--- src/rtl/traffic_light_pkg.sv ---
// traffic_light_pkg
//   Shared definitions for the N-phase intersection controller:
//   - one-hot state encodings and the controller state type
//   - default timing constants for a 16 MHz clock
//   - clog2_safe: index width helper that never returns zero
package traffic_light_pkg;

  // One-hot state encodings. A single flipped bit never aliases another
  // legal state.
  localparam logic [3:0] ST_GREEN_ENC   = 4'b0001;
  localparam logic [3:0] ST_YELLOW_ENC  = 4'b0010;
  localparam logic [3:0] ST_ALL_RED_ENC = 4'b0100;
  localparam logic [3:0] ST_FLASH_ENC   = 4'b1000;

  typedef enum logic [3:0] {
    ST_GREEN   = ST_GREEN_ENC,
    ST_YELLOW  = ST_YELLOW_ENC,
    ST_ALL_RED = ST_ALL_RED_ENC,
    ST_FLASH   = ST_FLASH_ENC
  } tl_state_e;

  // Default timing at 16 MHz: 30 s green, 5 s yellow, 2 s clearance,
  // 0.5 s flash half-period.
  localparam int DEF_N_PHASES          = 4;
  localparam int DEF_GREEN_CYCLES      = 480_000_000;
  localparam int DEF_YELLOW_CYCLES     = 80_000_000;
  localparam int DEF_ALLRED_CYCLES     = 32_000_000;
  localparam int DEF_FLASH_HALF_CYCLES = 8_000_000;
  localparam int DEF_CNT_W             = 32;

  // Width of an index into n items. Returns at least 1 so that a
  // two-phase build still gets a one-bit phase index.
  function automatic int clog2_safe(input int n);
    if (n <= 2) begin
      clog2_safe = 1;
    end else begin
      clog2_safe = $clog2(n);
    end
  endfunction

endpackage

--- src/rtl/traffic_light_multi_chk.sv ---
// traffic_light_multi_chk
//   Lamp-safety invariants for traffic_light_multi, evaluated on every
//   clock edge outside reset.
// Ports
//   clk, rst_n               clock and active-low reset of the controller
//   red, yellow, green       lamp outputs being checked
//   in_flash                 flash-mode indicator
module traffic_light_multi_chk #(
  parameter int N_PHASES = 4
) (
  input logic                clk,
  input logic                rst_n,
  input logic [N_PHASES-1:0] red,
  input logic [N_PHASES-1:0] yellow,
  input logic [N_PHASES-1:0] green,
  input logic                in_flash
);

  // Never more than one approach showing a proceed/caution aspect.
  a_one_active: assert property (@(posedge clk) disable iff (!rst_n)
    $countones(green | yellow) <= 1);

  // The active approach is never red at the same time.
  a_active_not_red: assert property (@(posedge clk) disable iff (!rst_n)
    ((green | yellow) & red) == {N_PHASES{1'b0}});

  // Flash mode drives only the red lamps.
  a_flash_dark: assert property (@(posedge clk) disable iff (!rst_n)
    in_flash |-> ((green | yellow) == {N_PHASES{1'b0}}));

endmodule

--- src/rtl/traffic_phase_arb.sv ---
// traffic_phase_arb
//   Combinational round-robin finder. Searches demand starting at
//   phase+1, wrapping modulo N_PHASES, and checks phase itself last.
// Ports
//   demand     in  N_PHASES  latched per-phase demand
//   phase      in  PH_W      phase that was granted green last
//   next_phase out PH_W      first demanding phase after phase (phase if none)
//   any_demand out 1         at least one demand bit is set
module traffic_phase_arb
  import traffic_light_pkg::*;
#(
  parameter int N_PHASES = DEF_N_PHASES,
  parameter int PH_W     = clog2_safe(N_PHASES)
) (
  input  logic [N_PHASES-1:0] demand,
  input  logic [PH_W-1:0]     phase,
  output logic [PH_W-1:0]     next_phase,
  output logic                any_demand
);

  logic            found_s;
  logic [PH_W-1:0] idx_s;

  // Walk offsets 1..N_PHASES so that phase itself is the last candidate.
  always_comb begin
    found_s    = 1'b0;
    idx_s      = phase;
    next_phase = phase;
    for (int k = 1; k <= N_PHASES; k++) begin
      idx_s = PH_W'((int'(phase) + k) % N_PHASES);
      if (!found_s && demand[idx_s]) begin
        next_phase = idx_s;
        found_s    = 1'b1;
      end else begin
        found_s    = found_s;
      end
    end
  end

  assign any_demand = |demand;

endmodule

--- src/rtl/traffic_light_multi.sv ---
// traffic_light_multi
//   N-phase intersection controller. Serves approaches round-robin
//   (GREEN -> YELLOW -> ALL_RED -> next phase), skips phases without a
//   latched request and supports a night/fault FLASH mode.
// Ports
//   clk       in   1         system clock
//   rst_n     in   1         asynchronous active-low reset
//   req       in   N_PHASES  per-phase demand (level or 1-cycle pulse)
//   flash     in   1         request flash mode
//   red       out  N_PHASES  red lamps, registered
//   yellow    out  N_PHASES  yellow lamps, registered
//   green     out  N_PHASES  green lamps, registered
//   phase     out  PH_W      last phase granted green
//   in_flash  out  1         controller is in FLASH
module traffic_light_multi
  import traffic_light_pkg::*;
#(
  parameter int N_PHASES          = DEF_N_PHASES,
  parameter int GREEN_CYCLES      = DEF_GREEN_CYCLES,
  parameter int YELLOW_CYCLES     = DEF_YELLOW_CYCLES,
  parameter int ALLRED_CYCLES     = DEF_ALLRED_CYCLES,
  parameter int FLASH_HALF_CYCLES = DEF_FLASH_HALF_CYCLES,
  parameter int CNT_W             = DEF_CNT_W
) (
  input  logic                               clk,
  input  logic                               rst_n,
  input  logic [N_PHASES-1:0]                req,
  input  logic                               flash,
  output logic [N_PHASES-1:0]                red,
  output logic [N_PHASES-1:0]                yellow,
  output logic [N_PHASES-1:0]                green,
  output logic [clog2_safe(N_PHASES)-1:0]    phase,
  output logic                               in_flash
);

  localparam int PH_W = clog2_safe(N_PHASES);

  localparam logic [CNT_W-1:0]    CNT_ZERO    = {CNT_W{1'b0}};
  localparam logic [CNT_W-1:0]    CNT_ONE     = {{(CNT_W-1){1'b0}}, 1'b1};
  localparam logic [CNT_W-1:0]    GREEN_LAST  = CNT_W'(GREEN_CYCLES - 1);
  localparam logic [CNT_W-1:0]    YELLOW_LAST = CNT_W'(YELLOW_CYCLES - 1);
  localparam logic [CNT_W-1:0]    ALLRED_LAST = CNT_W'(ALLRED_CYCLES - 1);
  localparam logic [CNT_W-1:0]    FLASH_LAST  = CNT_W'(FLASH_HALF_CYCLES - 1);
  localparam logic [N_PHASES-1:0] LAMPS_OFF   = {N_PHASES{1'b0}};
  localparam logic [N_PHASES-1:0] LAMPS_ON    = {N_PHASES{1'b1}};
  localparam logic [N_PHASES-1:0] PH_ONE      = {{(N_PHASES-1){1'b0}}, 1'b1};
  localparam logic [PH_W-1:0]     PH_RESET    = PH_W'(N_PHASES - 1);

  tl_state_e           state_r,  state_nx_s;
  logic [CNT_W-1:0]    cnt_r,    cnt_nx_s;
  logic [N_PHASES-1:0] demand_r, demand_nx_s;
  logic [PH_W-1:0]     phase_r,  phase_nx_s;
  logic                lamp_r,   lamp_nx_s;
  logic                enter_green_s;
  logic [N_PHASES-1:0] green_mask_s, clr_mask_s, sel_nx_s;
  logic [PH_W-1:0]     arb_phase_s;
  logic                any_demand_s;

  logic [N_PHASES-1:0] red_r,    red_nx_s;
  logic [N_PHASES-1:0] yellow_r, yellow_nx_s;
  logic [N_PHASES-1:0] green_r,  green_nx_s;
  logic                in_flash_r, in_flash_nx_s;

  traffic_phase_arb #(
    .N_PHASES (N_PHASES),
    .PH_W     (PH_W)
  ) u_arb (
    .demand     (demand_r),
    .phase      (phase_r),
    .next_phase (arb_phase_s),
    .any_demand (any_demand_s)
  );

  // Next state, timer, granted phase and flash lamp phase.
  always_comb begin
    state_nx_s    = state_r;
    cnt_nx_s      = cnt_r;
    phase_nx_s    = phase_r;
    lamp_nx_s     = lamp_r;
    enter_green_s = 1'b0;
    case (state_r)
      ST_GREEN: begin
        // flash cuts green short but still goes through yellow
        if (flash || (cnt_r == GREEN_LAST)) begin
          state_nx_s = ST_YELLOW;
          cnt_nx_s   = CNT_ZERO;
        end else begin
          cnt_nx_s   = cnt_r + CNT_ONE;
        end
      end
      ST_YELLOW: begin
        if (cnt_r == YELLOW_LAST) begin
          state_nx_s = ST_ALL_RED;
          cnt_nx_s   = CNT_ZERO;
        end else begin
          cnt_nx_s   = cnt_r + CNT_ONE;
        end
      end
      ST_ALL_RED: begin
        // After expiry the counter parks on ALLRED_LAST, so a dwelling
        // controller re-evaluates flash and demand on every cycle.
        if (cnt_r != ALLRED_LAST) begin
          cnt_nx_s      = cnt_r + CNT_ONE;
        end else if (flash) begin
          state_nx_s    = ST_FLASH;
          cnt_nx_s      = CNT_ZERO;
          lamp_nx_s     = 1'b1;
        end else if (any_demand_s) begin
          state_nx_s    = ST_GREEN;
          cnt_nx_s      = CNT_ZERO;
          phase_nx_s    = arb_phase_s;
          enter_green_s = 1'b1;
        end else begin
          cnt_nx_s      = cnt_r;
        end
      end
      ST_FLASH: begin
        if (!flash) begin
          state_nx_s = ST_ALL_RED;
          cnt_nx_s   = CNT_ZERO;
        end else if (cnt_r == FLASH_LAST) begin
          lamp_nx_s  = ~lamp_r;
          cnt_nx_s   = CNT_ZERO;
        end else begin
          cnt_nx_s   = cnt_r + CNT_ONE;
        end
      end
      default: begin
        // Illegal encoding: fall back to a full clearance.
        state_nx_s = ST_ALL_RED;
        cnt_nx_s   = CNT_ZERO;
      end
    endcase
  end

  // Demand latch: the phase currently green ignores its own request, and
  // the grant clears the winning bit even if it is requested again.
  always_comb begin
    if (state_r == ST_GREEN) begin
      green_mask_s = PH_ONE << phase_r;
    end else begin
      green_mask_s = LAMPS_OFF;
    end
    if (enter_green_s) begin
      clr_mask_s = PH_ONE << phase_nx_s;
    end else begin
      clr_mask_s = LAMPS_OFF;
    end
    demand_nx_s = (demand_r | (req & ~green_mask_s)) & ~clr_mask_s;
  end

  // Lamp decode from the next state so the registered lamps change on the
  // same edge as the state.
  always_comb begin
    sel_nx_s      = PH_ONE << phase_nx_s;
    red_nx_s      = LAMPS_ON;
    yellow_nx_s   = LAMPS_OFF;
    green_nx_s    = LAMPS_OFF;
    in_flash_nx_s = 1'b0;
    case (state_nx_s)
      ST_GREEN: begin
        green_nx_s  = sel_nx_s;
        red_nx_s    = ~sel_nx_s;
      end
      ST_YELLOW: begin
        yellow_nx_s = sel_nx_s;
        red_nx_s    = ~sel_nx_s;
      end
      ST_ALL_RED: begin
        red_nx_s    = LAMPS_ON;
      end
      ST_FLASH: begin
        in_flash_nx_s = 1'b1;
        if (lamp_nx_s) begin
          red_nx_s = LAMPS_ON;
        end else begin
          red_nx_s = LAMPS_OFF;
        end
      end
      default: begin
        red_nx_s = LAMPS_ON;
      end
    endcase
  end

  // Controller state, timer, demand and lamp registers.
  always_ff @(posedge clk or negedge rst_n) begin
    if (!rst_n) begin
      state_r    <= ST_ALL_RED;
      cnt_r      <= CNT_ZERO;
      demand_r   <= LAMPS_OFF;
      phase_r    <= PH_RESET;
      lamp_r     <= 1'b1;
      red_r      <= LAMPS_ON;
      yellow_r   <= LAMPS_OFF;
      green_r    <= LAMPS_OFF;
      in_flash_r <= 1'b0;
    end else begin
      state_r    <= state_nx_s;
      cnt_r      <= cnt_nx_s;
      demand_r   <= demand_nx_s;
      phase_r    <= phase_nx_s;
      lamp_r     <= lamp_nx_s;
      red_r      <= red_nx_s;
      yellow_r   <= yellow_nx_s;
      green_r    <= green_nx_s;
      in_flash_r <= in_flash_nx_s;
    end
  end

  assign red      = red_r;
  assign yellow   = yellow_r;
  assign green    = green_r;
  assign phase    = phase_r;
  assign in_flash = in_flash_r;

  traffic_light_multi_chk #(
    .N_PHASES (N_PHASES)
  ) u_chk (
    .clk      (clk),
    .rst_n    (rst_n),
    .red      (red_r),
    .yellow   (yellow_r),
    .green    (green_r),
    .in_flash (in_flash_r)
  );

endmodule

--- config.mk ---
export PLATFORM = sky130hd
export DESIGN_NAME = traffic_light_multi
export DESIGN_NICKNAME = d
export VERILOG_FILES = /design/src/rtl/traffic_light_pkg.sv /design/src/rtl/traffic_light_multi_chk.sv /design/src/rtl/traffic_phase_arb.sv /design/src/rtl/traffic_light_multi.sv
export SDC_FILE = /design/constraint.sdc
export NUM_CORES = 1
export LEC_CHECK = 0
export CORE_UTILIZATION = 60
export CTS_BUF_LIST = sky130_fd_sc_hd__clkbuf_2 sky130_fd_sc_hd__clkbuf_4 sky130_fd_sc_hd__clkbuf_8
export CTS_CLUSTER_SIZE = 14
export DETAILED_ROUTE_END_ITERATION = 10
export DONT_BUFFER_PORTS = 1
export PLACE_DENSITY = 0.73
export REMOVE_ABC_BUFFERS = 1
export SLEW_MARGIN = 5
export SYNTH_ARGS = -nofsm -noshare
export SYNTH_HDL_FRONTEND = slang
export SYNTH_SLANG_ARGS = --single-unit
--- constraint.sdc ---
create_clock -name clk -period 3.82 [get_ports clk]
set_input_delay 0.764 -clock clk [delete_from_list [all_inputs] [get_ports clk]]
set_output_delay 0.764 -clock clk [all_outputs]
set_load 0.005 [all_outputs]
==> run metrics <==
CTS buffer count=5; core area=0.00488 mm²; layout cells sized above 1=13.1%; initial core utilization=64.3%; initial antenna violation count=0; Die ar.=0.00553 mm²; GRT Resource Usage Total=25.4%; # rows=25; highest-count cells in the layout ignoring fill and taps=dfrtp_1 (48), nor2_1 (46), nand2_1 (31); post-layout minimum cycle time=3.00 ns; ys async rst share=100%; worst slew pin tran=0.652 ns; Slew Limit Fails=0; gpl congestion=0.904; Max H-tree Level=2; post-route cell area=0.00327 mm²; Post-Syn Area per Cell=9.37 µm²; 1st-iter DRT viols=223; placed instance area=0.00317 mm²; cells after synthesis=335; Routed Antenna Nets=0; library cells used by synthesis=55; clock root cell=clkbuf_8; commonest non-fill, non-tap cell in the layout=dfrtp_1; DPL Wire Length=4600 µm; DRC Markers=0; # hold bufs at CTS=0; post-synthesis sequential area ratio=45.0%; Worst Skew=0.00889 ns; setup slack, reg-to-reg=0.82 ns; Die H=74.3 µm; max cap viols=0; crit path DAT=3.25 ns; Hold Path Class=in2async; area grow syn2layout=4.03%; I/O pin count=22; pin count of the biggest net entering global routing=57; Post-synth top flop=dfrtp_1; Max-slew headroom=56.1%; Initial DRT Pass Iterations=5; synthesized cell area=0.00314 mm²; number of hold violations in the final report=0; clk buf depth=2; final worst path period share=78.4%; Crit Path Category=reg2reg; multi-input combinational cell area=0.00162 mm²; maximum VDD drop=0.309 mV; Final #Nets=346; vias in the first global route=2253; Antenna Cells=0; DR vias=2435; final core occ=66.9%; CTS tree=built; CP Max Fanout=18; Port Buffers=0; total gr overflow=0; Die Span X=74.3 µm; Fin Setup TNS=0 ns; Reg clk slew, reported paths=0.11 ns; Sink Count=56; first-pass GRT wire length=10700 µm; Via density=6.06; RSZ-0062 raised after global routing=false; pwr/cell area=342 mW/mm²; CP required=4.07 ns; Seq. cell area=0.00141 mm²; CTS resizes=0; worst skew pair latency=0.31 ns; Max Clk Rate=334 MHz; status=complete, no violations; fillers=406; CP Launch Type=flop; Yosys reg bits=56; final wirelength=6510 µm; Synthesis Warnings=0; Pleak=1.35 nW; Setup violations, final=0; drt wl/cell=16.2 µm; CP endpoint kind=flop; Post-CTS Setup Inserts=0; EDFF count, synth=0
## cell type report
type,instances,area share (%)
Multi-Input combinational cell,257,49.6
Tap cell,67,2.57
Timing Repair Buffer,1,0.230
Inverter,13,1.49
Sequential cell,56,43.2
Clock buffer,5,2.11
Clock inverter,3,0.805
## cell usage after synthesis, types with 3 or more instances
master / number / area (µm²)
xnor2_1: 17 / 149
nor4_1: 7 / 43.8
or4_1: 5 / 37.5
nor3_1: 7 / 35.0
ha_1: 5 / 62.6
a31oi_1: 3 / 18.8
nor4b_1: 3 / 26.3
or2_2: 4 / 25.0
xor2_1: 15 / 131
nand3_1: 14 / 70.1
nor2_2: 10 / 62.6
nand4_1: 6 / 37.5
clkbuf_1: 6 / 22.5
and2_1: 6 / 37.5
nand2_1: 31 / 116
nor2b_1: 5 / 31.3
dfstp_2: 8 / 210
and3_1: 7 / 43.8
nand2b_1: 3 / 18.8
inv_1: 13 / 48.8
nor2_1: 46 / 173
a21oi_1: 8 / 40.0
or3_1: 3 / 18.8
mux2i_1: 7 / 70.1
dfrtp_1: 48 / 1200
o21ai_0: 14 / 70.1
## worst paths after layout
kind	endpoint	startpoint	cells past startpoint
setup / recovery	green[0]	phase[0]	10
hold / removal	cnt_r[10]	rst_n	0
setup reg to reg	green[0]	phase[0]	10
hold reg to reg	cnt_r[0]	cnt_r[0]	1
max in group asynchronous	phase[0]	rst_n	0
min in group clk	cnt_r[0]	cnt_r[0]	1
## registers in the layout (all words and copies together) (netlist names)
name / flops
yellow: 4
cnt_r: 32
state_r: 4
lamp_r: 1
red: 4
phase: 2
in_flash: 1
demand_r: 4
green: 4
## per-stage QoR
stage               setup WS (ns)  hold WS (ns)  cells  power, mW
finish                      0.825         0.136    402       1.12
global route                0.652         0.123    402       1.17
CTS                         0.844         0.125    402       1.12
detailed placement          0.872         0.470    394      0.792
global placement            0.963         0.470    394      0.787
floorplan                   0.897         0.468    326      0.762
## cells by family after synthesis
logic type      after synthesis  synth area share (%)
xor+xnor                     32                  8.93
fa+ha+maj                     5                  1.99
flops                        56                  45.0
mux                           9                  2.95
compound gates               41                  8.73
buf+inv                      22                  3.47
simple gates                170                  29.0
## routing by layer
layer,global-route usage [%],share of wire (%),vias to the layer above
met3,3.39,5.2,13
met5,0,0,-
met1,39.5,49,1177
met4,7.55,1.4,0
li1,-,-,1166
met2,37.0,44,79
## critical path: stages (launching register included)
cell	delay [ns]
dfstp_2	0.76
inv_1	0.19
ha_1	0.37
inv_1	0.09
mux2_2	0.34
a22o_1	0.21
nor2_1	0.13
xnor2_1	0.22
inv_1	0.18
or2_2	0.34
nor2_1	0.10
## where the power goes
part           leakage (nW)  total, mW  internal [mW]  switching [mW]
Sequential            0.723      0.679          0.633          0.0462
Clock                0.0491      0.336          0.135           0.201
Combinational         0.581      0.103         0.0493          0.0533
Total                  1.35       1.12          0.818           0.300
Power figures use the tool's default switching activity.
